**src/rtl/sc_move_pkg.sv**
```systemverilog
// Shared encodings for the Frogger move controller: FSM states, latched
// direction codes and shift-select values.
package sc_move_pkg;

    typedef enum logic [3:0] {
        RESET = 4'd0,
        START = 4'd1,
        CHECK = 4'd2,
        INIT  = 4'd3,
        UP    = 4'd4,
        DOWN  = 4'd5,
        LEFT  = 4'd6,
        RIGHT = 4'd7,
        HOLD  = 4'd8
    } state_t;

    typedef enum logic [1:0] {
        DIR_UP    = 2'd0,
        DIR_DOWN  = 2'd1,
        DIR_LEFT  = 2'd2,
        DIR_RIGHT = 2'd3
    } dir_t;

    localparam logic [1:0] SHIFT_LEFT  = 2'b01;
    localparam logic [1:0] SHIFT_RIGHT = 2'b10;
    localparam logic [1:0] SHIFT_HOLD  = 2'b11;

    function automatic state_t dirState(input dir_t d);
        case (d)
            DIR_UP:   dirState = UP;
            DIR_DOWN: dirState = DOWN;
            DIR_LEFT: dirState = LEFT;
            default:  dirState = RIGHT;
        endcase
    endfunction

endpackage

```
**src/rtl/sc_move_repeat_timer.sv**
```systemverilog
// Loadable down-counter for the hold/auto-repeat delay; sticks at zero.
module sc_move_repeat_timer #(
    parameter int CNT_WIDTH = 26
) (
    input  logic                 clock,
    input  logic                 resetInLow,
    input  logic                 load,
    input  logic [CNT_WIDTH-1:0] loadValue,
    input  logic                 decrement,
    output logic                 zero
);

    logic [CNT_WIDTH-1:0] count;

    always_ff @(posedge clock or negedge resetInLow) begin
        if (!resetInLow)
            count <= '0;
        else if (load)
            count <= loadValue;
        else if (decrement && count != '0)
            count <= count - 1'b1;
    end

    assign zero = (count == '0);

endmodule

```
**src/rtl/sc_statemachine_move_rpt.sv**
```systemverilog
// Button-to-strobe controller for the point/frog registers, with edge
// blocking, hold-to-repeat and a saturating up-move score.
module sc_statemachine_move_rpt
    import sc_move_pkg::*;
#(
    parameter int REPEAT_EN     = 1,
    parameter int CNT_WIDTH     = 26,
    parameter int REPEAT_DELAY  = 25000000,
    parameter int REPEAT_PERIOD = 12500000,
    parameter int SCORE_WIDTH   = 8
) (
    input  logic                   SC_STATEMACHINE_MOVE_CLOCK_50,
    input  logic                   SC_STATEMACHINE_MOVE_RESET_InLow,
    input  logic                   SC_STATEMACHINE_MOVE_startGame_InLow,
    input  logic                   SC_STATEMACHINE_MOVE_upButton_InLow,
    input  logic                   SC_STATEMACHINE_MOVE_downButton_InLow,
    input  logic                   SC_STATEMACHINE_MOVE_leftButton_InLow,
    input  logic                   SC_STATEMACHINE_MOVE_rightButton_InLow,
    input  logic                   SC_STATEMACHINE_MOVE_topEdge_InLow,
    input  logic                   SC_STATEMACHINE_MOVE_bottomEdge_InLow,
    input  logic                   SC_STATEMACHINE_MOVE_leftEdge_InLow,
    input  logic                   SC_STATEMACHINE_MOVE_rightEdge_InLow,
    output logic                   SC_STATEMACHINE_MOVE_clear_OutLow,
    output logic                   SC_STATEMACHINE_MOVE_load0_OutLow,
    output logic                   SC_STATEMACHINE_MOVE_load1_OutLow,
    output logic [1:0]             SC_STATEMACHINE_MOVE_shiftselection_Out,
    output logic [SCORE_WIDTH-1:0] SC_STATEMACHINE_MOVE_score_Out
);

    localparam logic [CNT_WIDTH-1:0] DELAY_LD  = CNT_WIDTH'(REPEAT_DELAY - 2);
    localparam logic [CNT_WIDTH-1:0] PERIOD_LD = CNT_WIDTH'(REPEAT_PERIOD - 2);

    state_t state, chkAct, actNext;
    dir_t   dir;
    logic   holdStart, rptFlag;
    logic   upReq, downReq, leftReq, rightReq, anyBtn, latchedReq;
    logic   holdActive, fire, isAction;
    logic   tmrLoad, tmrDec, tmrZero;
    logic [CNT_WIDTH-1:0]   tmrLoadVal;
    logic [SCORE_WIDTH-1:0] scoreInc;

    // A blocked direction is indistinguishable from an unpressed one.
    assign upReq    = !SC_STATEMACHINE_MOVE_upButton_InLow    && SC_STATEMACHINE_MOVE_topEdge_InLow;
    assign downReq  = !SC_STATEMACHINE_MOVE_downButton_InLow  && SC_STATEMACHINE_MOVE_bottomEdge_InLow;
    assign leftReq  = !SC_STATEMACHINE_MOVE_leftButton_InLow  && SC_STATEMACHINE_MOVE_leftEdge_InLow;
    assign rightReq = !SC_STATEMACHINE_MOVE_rightButton_InLow && SC_STATEMACHINE_MOVE_rightEdge_InLow;
    assign anyBtn   = !(&{SC_STATEMACHINE_MOVE_startGame_InLow, SC_STATEMACHINE_MOVE_upButton_InLow,
                          SC_STATEMACHINE_MOVE_downButton_InLow, SC_STATEMACHINE_MOVE_leftButton_InLow,
                          SC_STATEMACHINE_MOVE_rightButton_InLow});
    assign scoreInc = (SC_STATEMACHINE_MOVE_score_Out == '1) ? SC_STATEMACHINE_MOVE_score_Out
                                                              : SC_STATEMACHINE_MOVE_score_Out + 1'b1;

    always_comb begin
        chkAct = CHECK;
        if (!SC_STATEMACHINE_MOVE_startGame_InLow) chkAct = INIT;
        else if (upReq)                            chkAct = UP;
        else if (downReq)                          chkAct = DOWN;
        else if (leftReq)                          chkAct = LEFT;
        else if (rightReq)                         chkAct = RIGHT;

        case (dir)
            DIR_UP:   latchedReq = upReq;
            DIR_DOWN: latchedReq = downReq;
            DIR_LEFT: latchedReq = leftReq;
            default:  latchedReq = rightReq;
        endcase

        holdActive = (REPEAT_EN != 0) && anyBtn && !holdStart;
        isAction   = state inside {INIT, UP, DOWN, LEFT, RIGHT};
        fire       = (state == CHECK && chkAct != CHECK) ||
                     (state == HOLD && holdActive && tmrZero && latchedReq);
        actNext    = (state == HOLD) ? dirState(dir) : chkAct;
        // Expiry with the latched direction blocked or released just rearms.
        tmrLoad    = isAction || (state == HOLD && holdActive && tmrZero && !latchedReq);
        tmrLoadVal = (isAction && !rptFlag) ? DELAY_LD : PERIOD_LD;
        tmrDec     = (state == HOLD) && holdActive && !tmrZero;
    end

    sc_move_repeat_timer #(.CNT_WIDTH(CNT_WIDTH)) u_timer (
        .clock      (SC_STATEMACHINE_MOVE_CLOCK_50),
        .resetInLow (SC_STATEMACHINE_MOVE_RESET_InLow),
        .load       (tmrLoad),
        .loadValue  (tmrLoadVal),
        .decrement  (tmrDec),
        .zero       (tmrZero)
    );

    always_ff @(posedge SC_STATEMACHINE_MOVE_CLOCK_50 or negedge SC_STATEMACHINE_MOVE_RESET_InLow) begin
        if (!SC_STATEMACHINE_MOVE_RESET_InLow) begin
            state                                   <= RESET;
            dir                                     <= DIR_UP;
            holdStart                               <= 1'b0;
            rptFlag                                 <= 1'b0;
            SC_STATEMACHINE_MOVE_clear_OutLow       <= 1'b1;
            SC_STATEMACHINE_MOVE_load0_OutLow       <= 1'b1;
            SC_STATEMACHINE_MOVE_load1_OutLow       <= 1'b1;
            SC_STATEMACHINE_MOVE_shiftselection_Out <= SHIFT_HOLD;
            SC_STATEMACHINE_MOVE_score_Out          <= '0;
        end else begin
            SC_STATEMACHINE_MOVE_clear_OutLow       <= 1'b1;
            SC_STATEMACHINE_MOVE_load0_OutLow       <= 1'b1;
            SC_STATEMACHINE_MOVE_load1_OutLow       <= 1'b1;
            SC_STATEMACHINE_MOVE_shiftselection_Out <= SHIFT_HOLD;
            if (fire) begin
                state   <= actNext;
                rptFlag <= (state == HOLD);
                case (actNext)
                    INIT: begin
                        SC_STATEMACHINE_MOVE_clear_OutLow <= 1'b0;
                        SC_STATEMACHINE_MOVE_score_Out    <= '0;
                        holdStart                         <= 1'b1;
                    end
                    UP: begin
                        SC_STATEMACHINE_MOVE_load0_OutLow <= 1'b0;
                        SC_STATEMACHINE_MOVE_score_Out    <= scoreInc;
                        dir                               <= DIR_UP;
                        holdStart                         <= 1'b0;
                    end
                    DOWN: begin
                        SC_STATEMACHINE_MOVE_load1_OutLow <= 1'b0;
                        dir                               <= DIR_DOWN;
                        holdStart                         <= 1'b0;
                    end
                    LEFT: begin
                        SC_STATEMACHINE_MOVE_shiftselection_Out <= SHIFT_LEFT;
                        dir                                     <= DIR_LEFT;
                        holdStart                               <= 1'b0;
                    end
                    default: begin
                        SC_STATEMACHINE_MOVE_shiftselection_Out <= SHIFT_RIGHT;
                        dir                                     <= DIR_RIGHT;
                        holdStart                               <= 1'b0;
                    end
                endcase
            end else begin
                case (state)
                    RESET:                        state <= START;
                    START:                        state <= CHECK;
                    INIT, UP, DOWN, LEFT, RIGHT:  state <= HOLD;
                    HOLD:                         if (!anyBtn) state <= CHECK;
                    default:                      state <= CHECK;
                endcase
            end
        end
    end

endmodule
```
**config.mk**
```make
export PLATFORM = sky130hd
export DESIGN_NAME = sc_statemachine_move_rpt
export DESIGN_NICKNAME = d
export VERILOG_FILES = /design/src/rtl/sc_move_pkg.sv /design/src/rtl/sc_move_repeat_timer.sv /design/src/rtl/sc_statemachine_move_rpt.sv
export SDC_FILE = /design/constraint.sdc
export NUM_CORES = 1
export LEC_CHECK = 0
export ABC_AREA = 1
export CORE_UTILIZATION = 60
export CTS_CLUSTER_DIAMETER = 150
export CTS_CLUSTER_SIZE = 20
export DETAILED_ROUTE_END_ITERATION = 16
export PLACE_DENSITY_LB_ADDON = 0.08
export SETUP_SLACK_MARGIN = 0.02
export SLEW_MARGIN = 30
export SYNTH_ARGS = -nofsm -noshare
export SYNTH_HDL_FRONTEND = slang
export SYNTH_SLANG_ARGS = --single-unit
```
**constraint.sdc**
```tcl
create_clock -name SC_STATEMACHINE_MOVE_CLOCK_50 -period 3.9 [get_ports SC_STATEMACHINE_MOVE_CLOCK_50]
set_clock_uncertainty 0.1 [all_clocks]
set_input_delay 0.585 -clock SC_STATEMACHINE_MOVE_CLOCK_50 [delete_from_list [all_inputs] [get_ports SC_STATEMACHINE_MOVE_CLOCK_50]]
set_output_delay 0.585 -clock SC_STATEMACHINE_MOVE_CLOCK_50 [all_outputs]
set_load 0.01 [all_outputs]
```
# Word-level counts from Yosys, hierarchy flattened
# Index checks and enable logic that the tools add are counted.
word_totals:
  reg_bits: 47
  inputBits: 11
  wordCells: 92
op_classes:
  n_addsub: 2
  n_eq_ne: 17
  muxes: 26
  bitwise: 1
  reduce_logical: 36
ops:
  columns: ["operator", "count"]
  rows:
  - ["26-bit 2-to-1 mux", 2]
  - ["4-bit by 3-bit equality test with 1-bit output (second input constant)", 7]
  - ["26-bit zero test", 1]
  - ["26-bit nonzero test", 1]
  - ["26-bit by 1-bit subtractor with 26-bit output (second input constant)", 1]
  - ["25-bit 2-to-1 mux", 1]
  - ["4-bit 2-to-1 mux", 5]
  - ["8-bit case mux with 2 select lines", 1]
  - ["1-bit logical AND", 13]
  - ["4-bit by 2-bit equality test with 1-bit output (second input constant)", 3]
  - ["4-bit case mux with 3 select lines", 1]
  - ["1-bit zero test", 9]
  - ["3-bit 2-to-1 mux", 3]
  - ["8-bit by 1-bit adder with 8-bit output (second input constant)", 1]
  - ["8-bit equality test (second input constant)", 1]
  - ["8-bit 2-to-1 mux", 1]
  - ["2-bit case mux with 4 select lines", 1]
  - ["1-bit 2-to-1 mux", 7]
  - ["2-bit case mux with 3 select lines", 1]
  - ["5-bit AND reduction", 1]
  - ["5-bit nonzero test", 1]
  - ["5-bit OR reduction", 1]
  - ["4-bit equality test (second input constant)", 1]
  - ["4-bit zero test", 1]
  - ["other kinds (15)", 17]

# Depth between registers and ports, before layout
depth:
  depth_word: 12
  mapped_depth: 12

# By module
# Synthesis repeated with hierarchy kept, for this count alone.
hier_totals:
  cells_unflattened: 500
  area_unflattened_um2: 3385.7
modules_own_cells:
  columns: ["module", "instances", "cells_per_inst", "area_each_um2"]
  rows:
  - ["sc_move_repeat_timer", 1, 332, 2079.5]
  - ["sc_statemachine_move_rpt", 1, 168, 1306.3]

# Worst setup path before layout
# No wires, ideal clock.
synth_timing:
  path_kind: "register to register"
  start: "reg u_timer.count[0]"
  end: "reg u_timer.count[20]"
  t_arrival_ns: 1.655
  required_time_ns: 3.679
  slack_ns: 2.024
  stages_incl_launch_ff: 13
  period_less_slack_ns: 1.876
  path_cell_list: "dfrtp_1 -> inv_1 -> ha_1 -> nand3_2 -> nor2_4 -> nand2_4 -> nor2_4 -> nand3_4 -> nand2_4 -> buf_6 -> nor2_8 -> nand2_1 -> nand2_1"
synth_via:
  elab_chain_cells: 5
  elab_cells_between_ends: 12
  cone_classes: "1 x add/sub; 2 x mux; 9 x reduce/logical"
synth_rtl:
  columns: ["element", "line_no", "text"]
  rows:
  - ["start, declared", "sc_move_repeat_timer.sv:13", "logic [CNT_WIDTH-1:0] count;"]
  - ["start signal, assigned", "sc_move_repeat_timer.sv:19", "count <= loadValue;"]
  - ["start signal, assigned", "sc_move_repeat_timer.sv:21", "count <= count - 1'b1;"]
  - ["parallel branches: the longest is 5 deep, another holds 26-bit by 1-bit subtractor with 26-bit output", null, null]
# Several ways; the timed one is not identified. The select of a mux whose other input is x is not followed.
# A chain may end at the register's enable or synchronous reset.

# Worst setup path after layout
layout_timing:
  start: "reg u_timer.count[0]"
  end: "reg u_timer.count[18]"
# The elaborated chain is that of the path after synthesis.

==> impl_metrics.csv <==
group,metric,value,unit
layout,final_area,3354,um^2
worst_setup_path,end_kind,"flop",
synth,ys.flop_type,"dfrtp_1",
cts,cts_hold_buf,0,
worst_setup_path,cp.required,3990,ps
synth,synth-seq-area-share,39.94,%
global_routing,antenna_found_initial,0,
die,core.rowCount,25,
route,wl_per_cell,12.88,um
place,numPlacedInstances,490,
synth,synthArstFlopShare,100.0,%
place,place_congestion,0.8838,
cts,clkSinkCount,47,
die,io-pin-count,24,
cts,post_cts_resized,0,
cts,cts_buffers,5,
synth,avgSynthCellArea,7.291,um^2
die,die_w,72.24,um
place,portBuffers,23,
cts,path_clk_slew,80,ps
layout,area_delta_synth_final,13.31,%
timing,finalMaxSlewViolations,0,
worst_setup_path,path_class,"flop to flop",
timing,finalHoldViolCount,0,
worst_setup_path,cp-start-kind,"flop",
synth,synth_top_area_share,35.50,%
global_routing,grt_pass1_wl,11.39,mm
synth,syn_nets,419,
die,dieArea,5219,um^2
die,start_util,62.68,%
route,routed_wirelength,6.413,mm
synth,synth_seq_cells,47,
timing,tightest_slew,582.9,ps
layout,diodes,0,
synth,synth_edf_count,0,
layout,fin_nets,443,
status,status,"finished clean",
power,leakagePower,1.565,nW
power,max-vdd-ir-drop,0.3350,mV
worst_setup_path,slowest_stage,"o21ai_4",
flow_run,cap_violations,0,
worst_setup_path,worst_path_largest_cell_delay,430,ps
timing,fmax,407.6,MHz
timing,period_minus_slack,2453,ps
global_routing,track_usage,27.68,%
route,drt_iter0_drc,183,
synth,syn-cell-area,2960,um^2
cts,clk_latency,300,ps
timing,post-route-period-util,62.90,%
layout,fillers,391,
cts,htree_levels,2,
min_path,hold_path.class,"primary input to async pin",
cts,postCtsSetupBuffers,0,
synth,ys_warn_count,0,
die,core-area,4723,um^2
worst_setup_path,cp_cell_sequence,"inv_1, ha_1, nand3_2, nor2_4, nand2_4, o21ai_4, inv_2, nand2_1, nor2_1, nor2_1, nand2_1",
timing,rsz0062_at_grt,"no",
route,vias,2649,
worst_setup_path,ff2ff_path_depth,11,
route,route.antenna.remaining_nets,0,
timing,fin_setup_tns,0,ps
cts,clockBufferDepth,2,
global_routing,grt_pass1_vias,2616,
route,vias_per_cell,5.319,
route,dr.pass1.iters,5,
timing,setup_viol,0,
synth,synth_top_cell_by_area,"dfrtp_1",
global_routing,grt_start_max_net_pins,48,
layout,fin_util,71.02,%
synth,synth.top_cells.by_area,"dfrtp_1, nand2_1, nor2_1",
worst_setup_path,critical_path_arrival,2550,ps
place,dpl.hpwl,4.624,mm
layout,fin_cells,498,
cts,clockRootBuffer,"clkbuf_8",
die,die_h,72.24,um
route,drc,0,
cts,cts_tree,"yes",
timing,slew_headroom,61.14,%
global_routing,gr-total-overflow,0,
place,placed_area,3222,um^2
synth,synth.distinct_cells,33,
layout,drive_gt1_share,10.21,%
power,power.density,554.5,nW/um^2
worst_setup_path,crit_fanout,20,
synth,syn_inst,406,
-- per-layer routing --
metal	vias up	GRT usage, %	part of all wire (%)
met5	-	0	0
met4	0	10.68	2.7
met3	22	5.000	4.3
met2	71	48.29	48
met1	1215	34.02	45
li1	1341	-	-
-- report_power, final --
part	leakage (nW)	switching (mW)	total [mW]	internal, mW
sequential	0.559	0.113	0.711	0.598
combinational	0.941	0.484	0.733	0.249
clock	0.0654	0.160	0.416	0.256
total	1.57	0.757	1.86	1.10
-- sequential cells by signal, summed over array words and instances, names as in the netlist --
signal	count
SC_STATEMACHINE_MOVE_clear_OutLow	1
SC_STATEMACHINE_MOVE_load0_OutLow	1
SC_STATEMACHINE_MOVE_load1_OutLow	1
SC_STATEMACHINE_MOVE_score_Out	8
SC_STATEMACHINE_MOVE_shiftselection_Out	2
dir	2
holdStart	1
rptFlag	1
state	4
u_timer.count	26
-- layout make-up --
type | instances | area, um^2 | area share, %
Clock buffer | 6 | 72.57 | 2.163
Clock inverter | 2 | 60.06 | 1.790
Inverter | 45 | 171.4 | 5.110
Multi-Input combinational cell | 308 | 1556 | 46.40
Sequential cell | 47 | 1182 | 35.25
Tap cell | 67 | 83.83 | 2.499
Timing Repair Buffer | 23 | 227.7 | 6.788
-- layout by cell type, fill, tap and decap left out, types with 5 or more instances in the layout --
cell             instances
a21oi_1                  8
nor2_2                   6
nand3_1                 39
clkdlybuf4s50_1         22
nor2_1                  59
dfstp_2                  5
xor2_1                   9
nand3_2                  5
dfrtp_1                 42
o21ai_1                  5
inv_2                    5
nand3b_1                 6
inv_1                   38
nand2_1                119
nand4_1                 18
clkbuf_8                 5
xnor2_1                  5
-- kinds of logic after synthesis --
| family | after synthesis | share of synthesized area, % |
|---|---|---|
| compound gates | 22 | 4.438 |
| xor+xnor | 14 | 4.142 |
| fa+ha+maj | 2 | 0.8452 |
| buf+inv | 51 | 7.481 |
| flops | 47 | 39.94 |
| simple gates | 270 | 43.15 |
-- worst paths after layout --
path	start	endpoint	slack (ps)
worst min register to register	u_timer.count[1]	u_timer.count[1]	420
worst min-delay path	SC_STATEMACHINE_MOVE_RESET_InLow	u_timer.count[14]	180
worst max register to register	u_timer.count[0]	u_timer.count[18]	1450
worst max-delay path	u_timer.count[0]	u_timer.count[18]	1450
max in group asynchronous	SC_STATEMACHINE_MOVE_RESET_InLow	rptFlag	3120
min in group SC_STATEMACHINE_MOVE_CLOCK_50	u_timer.count[1]	u_timer.count[1]	420
-- per-stage QoR --
step           setup WS, ps  hold WS [ps]  total power, mW
2_1_floorplan          2024         189.4            1.277
3_5_place_dp           1206         404.2            1.443
5_1_grt                1227         233.4            1.995
6_report               1447         175.7            1.860
3_3_place_gp           1249         390.7            1.421
4_1_cts                1442         199.0            1.870
-- cell usage after synthesis, drive strengths merged, types with 2 or more instances --
master and n:
inv 44, ha 2, dfrtp 42, nand3b 6
buf 6, xnor2 5, xor2 9, o21ai 10
nor3 4, a21oi 8, o211ai 2, dfstp 5
nor2 70, nand3 45, nand2 126, nand4 18
-- critical path: cells and delay by family (launching register included) --
family / cells / cell delay (ps)
compound gates: 1 / 430
fa+ha+maj: 1 / 200
simple gates: 7 / 820
buf+inv: 2 / 410
flops: 1 / 390
(Power assumes the default switching activity.)
